--- src/rtl/fft_pkg.sv ---
// Shared constants, controller states and twiddle group map for the
// 16-point radix-2 SDF FFT sequencing controller.
package fft_pkg;

  localparam int N       = 16;
  localparam int LOGN    = 4;
  localparam int LATENCY = 15;

  typedef enum logic [1:0] {
    IDLE  = 2'd0,
    RUN   = 2'd1,
    FLUSH = 2'd2
  } state_t;

  // The stage-1 group index m[3:2] arrives in bit-reversed order relative
  // to the twiddle stride it needs.
  function automatic logic [1:0] tw_group(input logic [1:0] q);
    logic [1:0] g;
    case (q)
      2'd0:    g = 2'd0;
      2'd1:    g = 2'd2;
      2'd2:    g = 2'd1;
      default: g = 2'd3;
    endcase
    return g;
  endfunction

endpackage

--- src/rtl/valid_pipe.sv ---
// Fixed-depth shift register carrying per-sample markers alongside the
// SDF datapath; clr wipes every in-flight marker in one clock.
module valid_pipe #(
  parameter int WIDTH = 2,
  parameter int DEPTH = 15
) (
  input  logic             clk,
  input  logic             rst,
  input  logic             clr,
  input  logic [WIDTH-1:0] din,
  output logic [WIDTH-1:0] dout
);

  logic [DEPTH-1:0][WIDTH-1:0] stage_q;
  logic [DEPTH-1:0][WIDTH-1:0] stage_d;

  always_comb begin
    stage_d = {stage_q[DEPTH-2:0], din};
    if (clr) begin
      stage_d = '0;
    end
  end

  always_ff @(posedge clk or posedge rst) begin
    if (rst) begin
      stage_q <= '0;
    end else begin
      stage_q <= stage_d;
    end
  end

  assign dout = stage_q[DEPTH-1];

endmodule

--- src/rtl/fft_seq_ctrl.sv ---
// Sequencing controller for a 16-point radix-2 SDF FFT: frame counting,
// butterfly selects, twiddle addressing, drain and output valid/sof tracking.
module fft_seq_ctrl #(
  parameter int N       = fft_pkg::N,
  parameter int LATENCY = fft_pkg::LATENCY
) (
  input  logic       clk,
  input  logic       rst,
  input  logic       i_valid,
  output logic       o_ready,
  output logic       o_zero_in,
  output logic [3:0] o_sel,
  output logic [3:0] o_tw_addr,
  output logic       o_valid,
  output logic       o_sof,
  output logic       o_busy,
  output logic       o_err
);
  import fft_pkg::*;

  localparam int CNT_W  = $clog2(N);
  localparam int FCNT_W = $clog2(LATENCY);
  localparam logic [FCNT_W-1:0] FCNT_LAST = FCNT_W'(LATENCY - 1);

  state_t              state_q, state_d;
  logic [CNT_W-1:0]    cnt_q, cnt_d;
  logic [FCNT_W-1:0]   fcnt_q, fcnt_d;
  logic                err_q, err_d;
  logic                accept;
  logic [1:0]          pipe_out;
  logic [CNT_W-1:0]    tw_m;
  logic [1:0]          tw_g;
  logic [3:0]          tw_prod;

  // Readiness depends on registered state only, so i_valid never loops back.
  assign o_ready = (state_q != FLUSH) || (cnt_q == '0);
  assign accept  = i_valid && o_ready;

  always_comb begin
    state_d = state_q;
    cnt_d   = cnt_q;
    fcnt_d  = fcnt_q;
    err_d   = 1'b0;
    unique case (state_q)
      IDLE: begin
        cnt_d  = '0;
        fcnt_d = '0;
        if (i_valid) begin
          state_d = RUN;
          cnt_d   = CNT_W'(1);
        end
      end
      RUN: begin
        if (i_valid) begin
          cnt_d = cnt_q + CNT_W'(1);
        end else if (cnt_q == '0) begin
          state_d = FLUSH;
          fcnt_d  = '0;
          cnt_d   = cnt_q + CNT_W'(1);
        end else begin
          state_d = IDLE;
          cnt_d   = '0;
          err_d   = 1'b1;
        end
      end
      FLUSH: begin
        cnt_d  = cnt_q + CNT_W'(1);
        fcnt_d = fcnt_q + FCNT_W'(1);
        // A new frame starting on the boundary wins over ending the drain.
        if (accept) begin
          state_d = RUN;
          fcnt_d  = '0;
        end else if (fcnt_q == FCNT_LAST) begin
          state_d = IDLE;
          cnt_d   = '0;
          fcnt_d  = '0;
        end
      end
      default: begin
        state_d = IDLE;
        cnt_d   = '0;
        fcnt_d  = '0;
      end
    endcase
  end

  always_ff @(posedge clk or posedge rst) begin
    if (rst) begin
      state_q <= IDLE;
      cnt_q   <= '0;
      fcnt_q  <= '0;
      err_q   <= 1'b0;
    end else begin
      state_q <= state_d;
      cnt_q   <= cnt_d;
      fcnt_q  <= fcnt_d;
      err_q   <= err_d;
    end
  end

  valid_pipe #(
    .WIDTH(2),
    .DEPTH(LATENCY)
  ) u_valid_pipe (
    .clk (clk),
    .rst (rst),
    .clr (err_d),
    .din ({accept, accept && (cnt_q == '0)}),
    .dout(pipe_out)
  );

  // Twiddle index is taken four samples ahead to line up with stage 1.
  assign tw_m    = cnt_q + CNT_W'(4);
  assign tw_g    = tw_group(tw_m[3:2]);
  assign tw_prod = {2'b00, tw_m[1:0]} * {2'b00, tw_g};

  assign o_busy    = (state_q != IDLE);
  assign o_zero_in = (state_q == FLUSH);
  assign o_sel     = o_busy ? {cnt_q[0], cnt_q[1], cnt_q[2], cnt_q[3]} : 4'd0;
  assign o_tw_addr = o_busy ? tw_prod : 4'd0;
  assign o_valid   = pipe_out[1];
  assign o_sof     = pipe_out[0];
  assign o_err     = err_q;

endmodule

--- config.mk ---
export PLATFORM = sky130hd
export DESIGN_NAME = fft_seq_ctrl
export DESIGN_NICKNAME = d
export VERILOG_FILES = /design/src/rtl/fft_pkg.sv /design/src/rtl/valid_pipe.sv /design/src/rtl/fft_seq_ctrl.sv
export SDC_FILE = /design/constraint.sdc
export NUM_CORES = 1
export LEC_CHECK = 0
export BUFFER_PORTS_ARGS = -buffer_cell sky130_fd_sc_hd__buf_2
export CAP_MARGIN = 20
export CORE_UTILIZATION = 35
export DETAILED_ROUTE_END_ITERATION = 8
export PLACE_DENSITY = 0.55
export SKIP_LAST_GASP = 1
export SYNTH_ARGS = -nofsm -noshare
export SYNTH_HDL_FRONTEND = slang
export SYNTH_SLANG_ARGS = --single-unit
--- constraint.sdc ---
create_clock -name clk -period 1.8 [get_ports clk]
set_clock_uncertainty 0.2 [all_clocks]
set_input_delay 0.36 -clock clk [delete_from_list [all_inputs] [get_ports clk]]
set_output_delay 0.36 -clock clk [all_outputs]
set_load 0.02 [all_outputs]
==> flow_summary.json <==
{
  "routed_wl_um": 3119,
  "drt-initial-drc-count": 61,
  "synthCells": 142,
  "die_w_um": 71.29,
  "synthAdderAreaFrac_pct": 5.212,
  "hold_path.class": "in2reg",
  "grt_antenna_before_repair": 0,
  "use_met1_pct": 18.61,
  "path_max_fanout": 2,
  "async_flop_share_pct": 100.0,
  "outcome": "finished with violations",
  "root_buffer": "clkbuf_8",
  "drt_pass1_iterations": 6,
  "met2_usage_pct": 20.32,
  "slew-limit-headroom_pct": 66.59,
  "grt_pass1_vias": 1145,
  "max_freq_mhz": 434.6,
  "setup_viol": 5,
  "h-tree-depth": 2,
  "worst-setup-path-type": "reg2out",
  "use_met3_pct": 4.219,
  "port_buffers": 16,
  "min_period_ns": 2.301,
  "power_density_mw_per_mm2": 1500,
  "irDropWorstVdd_mv": 0.9234,
  "final_cells": 230,
  "fin_nets": 187,
  "yosys-top-cells-count": "41 x dfrtp_1, 34 x and2_1, 10 x inv_1",
  "ant_nets": 0,
  "tightestPinTransition_ns": 0.5011,
  "synth_compound_gate_area_share_pct": 7.744,
  "cts_buffer_depth": 2,
  "grt_max_degree": 42,
  "ys_ff_latch": 41,
  "synth_edf_count": 0,
  "grt_first_pass_wirelength_um": 5313,
  "drv_slew": 0,
  "gp_congestion": 0.7736,
  "vias_per_cell": 4.900,
  "period_share_pct": 127.8,
  "synth.avg_cell_area_sq_um": 11.83,
  "synth.most_common_cell": "dfrtp_1",
  "drc": 1,
  "place_inst": 215,
  "cp_data_required_time_ns": 1.24,
  "dominantRegCellSynth": "dfrtp_1",
  "core_area_sq_mm": 0.004474,
  "busiest_layer": "met2",
  "syn-cell-area_sq_mm": 0.001680,
  "dp_hpwl_um": 1806,
  "synth_top_area_cell": "dfrtp_1",
  "synth_mux_area_share_pct": 0,
  "dieArea_sq_mm": 0.005082,
  "holdWs_ns": 0.2072,
  "die_h_um": 71.29,
  "rsz0062_at_grt": "yes",
  "drive_above_1_share_pct": 38.76,
  "violations": "DRC, setup timing",
  "arrival_ns": 1.74,
  "yosysTopAreaCellShare_pct": 61.06,
  "synth_cell_types": 27,
  "startpoint_type": "flip-flop",
  "gr-total-overflow": 0,
  "fin_tns_setup_ns": -1.316,
  "synth_nets": 152,
  "wire_per_inst_um": 13.56,
  "synth-xor-area-share_pct": 1.042,
  "synth_top_family_by_area": "simple AND/OR/NAND/NOR gates",
  "p_leak_nw": 1.059,
  "pin_count": 17,
  "vias": 1127,
  "area_delta_synth_final_pct": 31.42,
  "cts_tree": "yes",
  "layout_setup_ws_ns": -0.5010,
  "clk_pin_slew_ns": 0.08,
  "cts_buffers": 5,
  "placementRows": 24,
  "ys_seq_area_share_pct": 61.06,
  "maxCapViolations": 0,
  "clk_latency_ns": 0.29,
  "synth.area.top_cells": "dfrtp_1 61%, and2_1 13%, ha_1 5.2%",
  "final-hold-violation-count": 0,
  "initial_core_util_pct": 37.56,
  "synth_simple_gate_area_share_pct": 20.55,
  "ys_warn_count": 0,
  "clock-sinks": 41,
  "grt_use_total_pct": 13.64,
  "diodes": 0,
  "crit_path_end_kind": "primary output"
}
==> flip-flops by register name, summed over array words and instances (netlist names) <==
| name | count |
|---|---|
| cnt_q | 4 |
| fcnt_q | 4 |
| o_err | 1 |
| state_q | 2 |
| u_valid_pipe.dout | 2 |
| u_valid_pipe.stage_q | 28 |
==> placed cells by master, fill, tap and decap left out, types with 4 or more instances in the layout <==
cell      count
ha_4          4
buf_6         9
inv_1         4
clkbuf_8      6
inv_2         6
and2_1       30
o211ai_1      4
buf_4        15
o21ai_0       4
dfrtp_1      39
nor2_1        4
and2_4        4
buf_2         7
==> routing by layer <==
| layer | up-vias | share of wire, % |
|---|---|---|
| li1 | 531 | - |
| met1 | 559 | 44 |
| met2 | 27 | 49 |
| met3 | 10 | 4.3 |
| met4 | 0 | 2.3 |
| met5 | - | 0 |
==> layout make-up <==
type | instances | area (sq um)
fill | 395 | 2266
sequential | 41 | 1028
multi-input combinational | 86 | 678.2
timing repair buffer | 33 | 279.0
clock buffer | 6 | 82.58
tap | 52 | 65.06
clock inverter | 2 | 37.54
inverter | 10 | 37.54
==> path summary, 6_finish.rpt <==
path | slack (ns) | cells after the start | start | to
worst max-delay path | -0.50 | 7 | cnt_q[2] | o_tw_addr[2]
worst min-delay path | 0.21 | 2 | i_valid | u_valid_pipe.stage_q[0]
worst max register to register | 0.08 | 5 | cnt_q[1] | fcnt_q[2]
worst min register to register | 0.25 | 1 | u_valid_pipe.stage_q[3] | u_valid_pipe.stage_q[5]
max in group asynchronous | 0.50 | 4 | rst | state_q[0]
min in group asynchronous | 0.52 | 4 | rst | u_valid_pipe.stage_q[5]
==> worst max-delay path, cell delays in order (launching register included) <==
cell and delay (ns):
dfrtp_1 0.39, inv_2 0.08, ha_4 0.20, and2_4 0.14, ha_4 0.15, ha_4 0.25
and2_4 0.12, buf_6 0.11
==> repair_timing <==
item                                    CTS  global route
gates resized for setup                  20            21
buffers inserted                          4             3
hold endpoints to repair                  4             0
hold buffers                              1             0
endpoints found under the setup margin   12            15
pin swaps                                 1             2
==> cell families after synthesis <==
logic type	count (synthesis)
buffers and inverters	15
AND/OR/NAND/NOR	58
flip-flops	41
AO/OA/AOI/OAI	19
adder cells (fa/ha/maj)	7
XOR/XNOR	2
==> per-stage QoR <==
step	worst slack, ns	utilization (%)	power, mW	area [sq um]
floorplan	-0.1760	-	1.990	1705
global placement	-0.2270	42.51	2.275	1902
detailed placement	-0.2574	42.51	2.299	1902
CTS	-0.4921	47.60	3.212	2130
global route	-0.5562	49.36	3.538	2208
finish	-0.5010	49.36	3.314	2208
==> power by group <==
group / switching [mW] / internal [mW]
sequential: 0.110 / 1.23
combinational: 0.617 / 0.590
clock: 0.318 / 0.451
No activity file was read; power rests on OpenSTA's default activity.
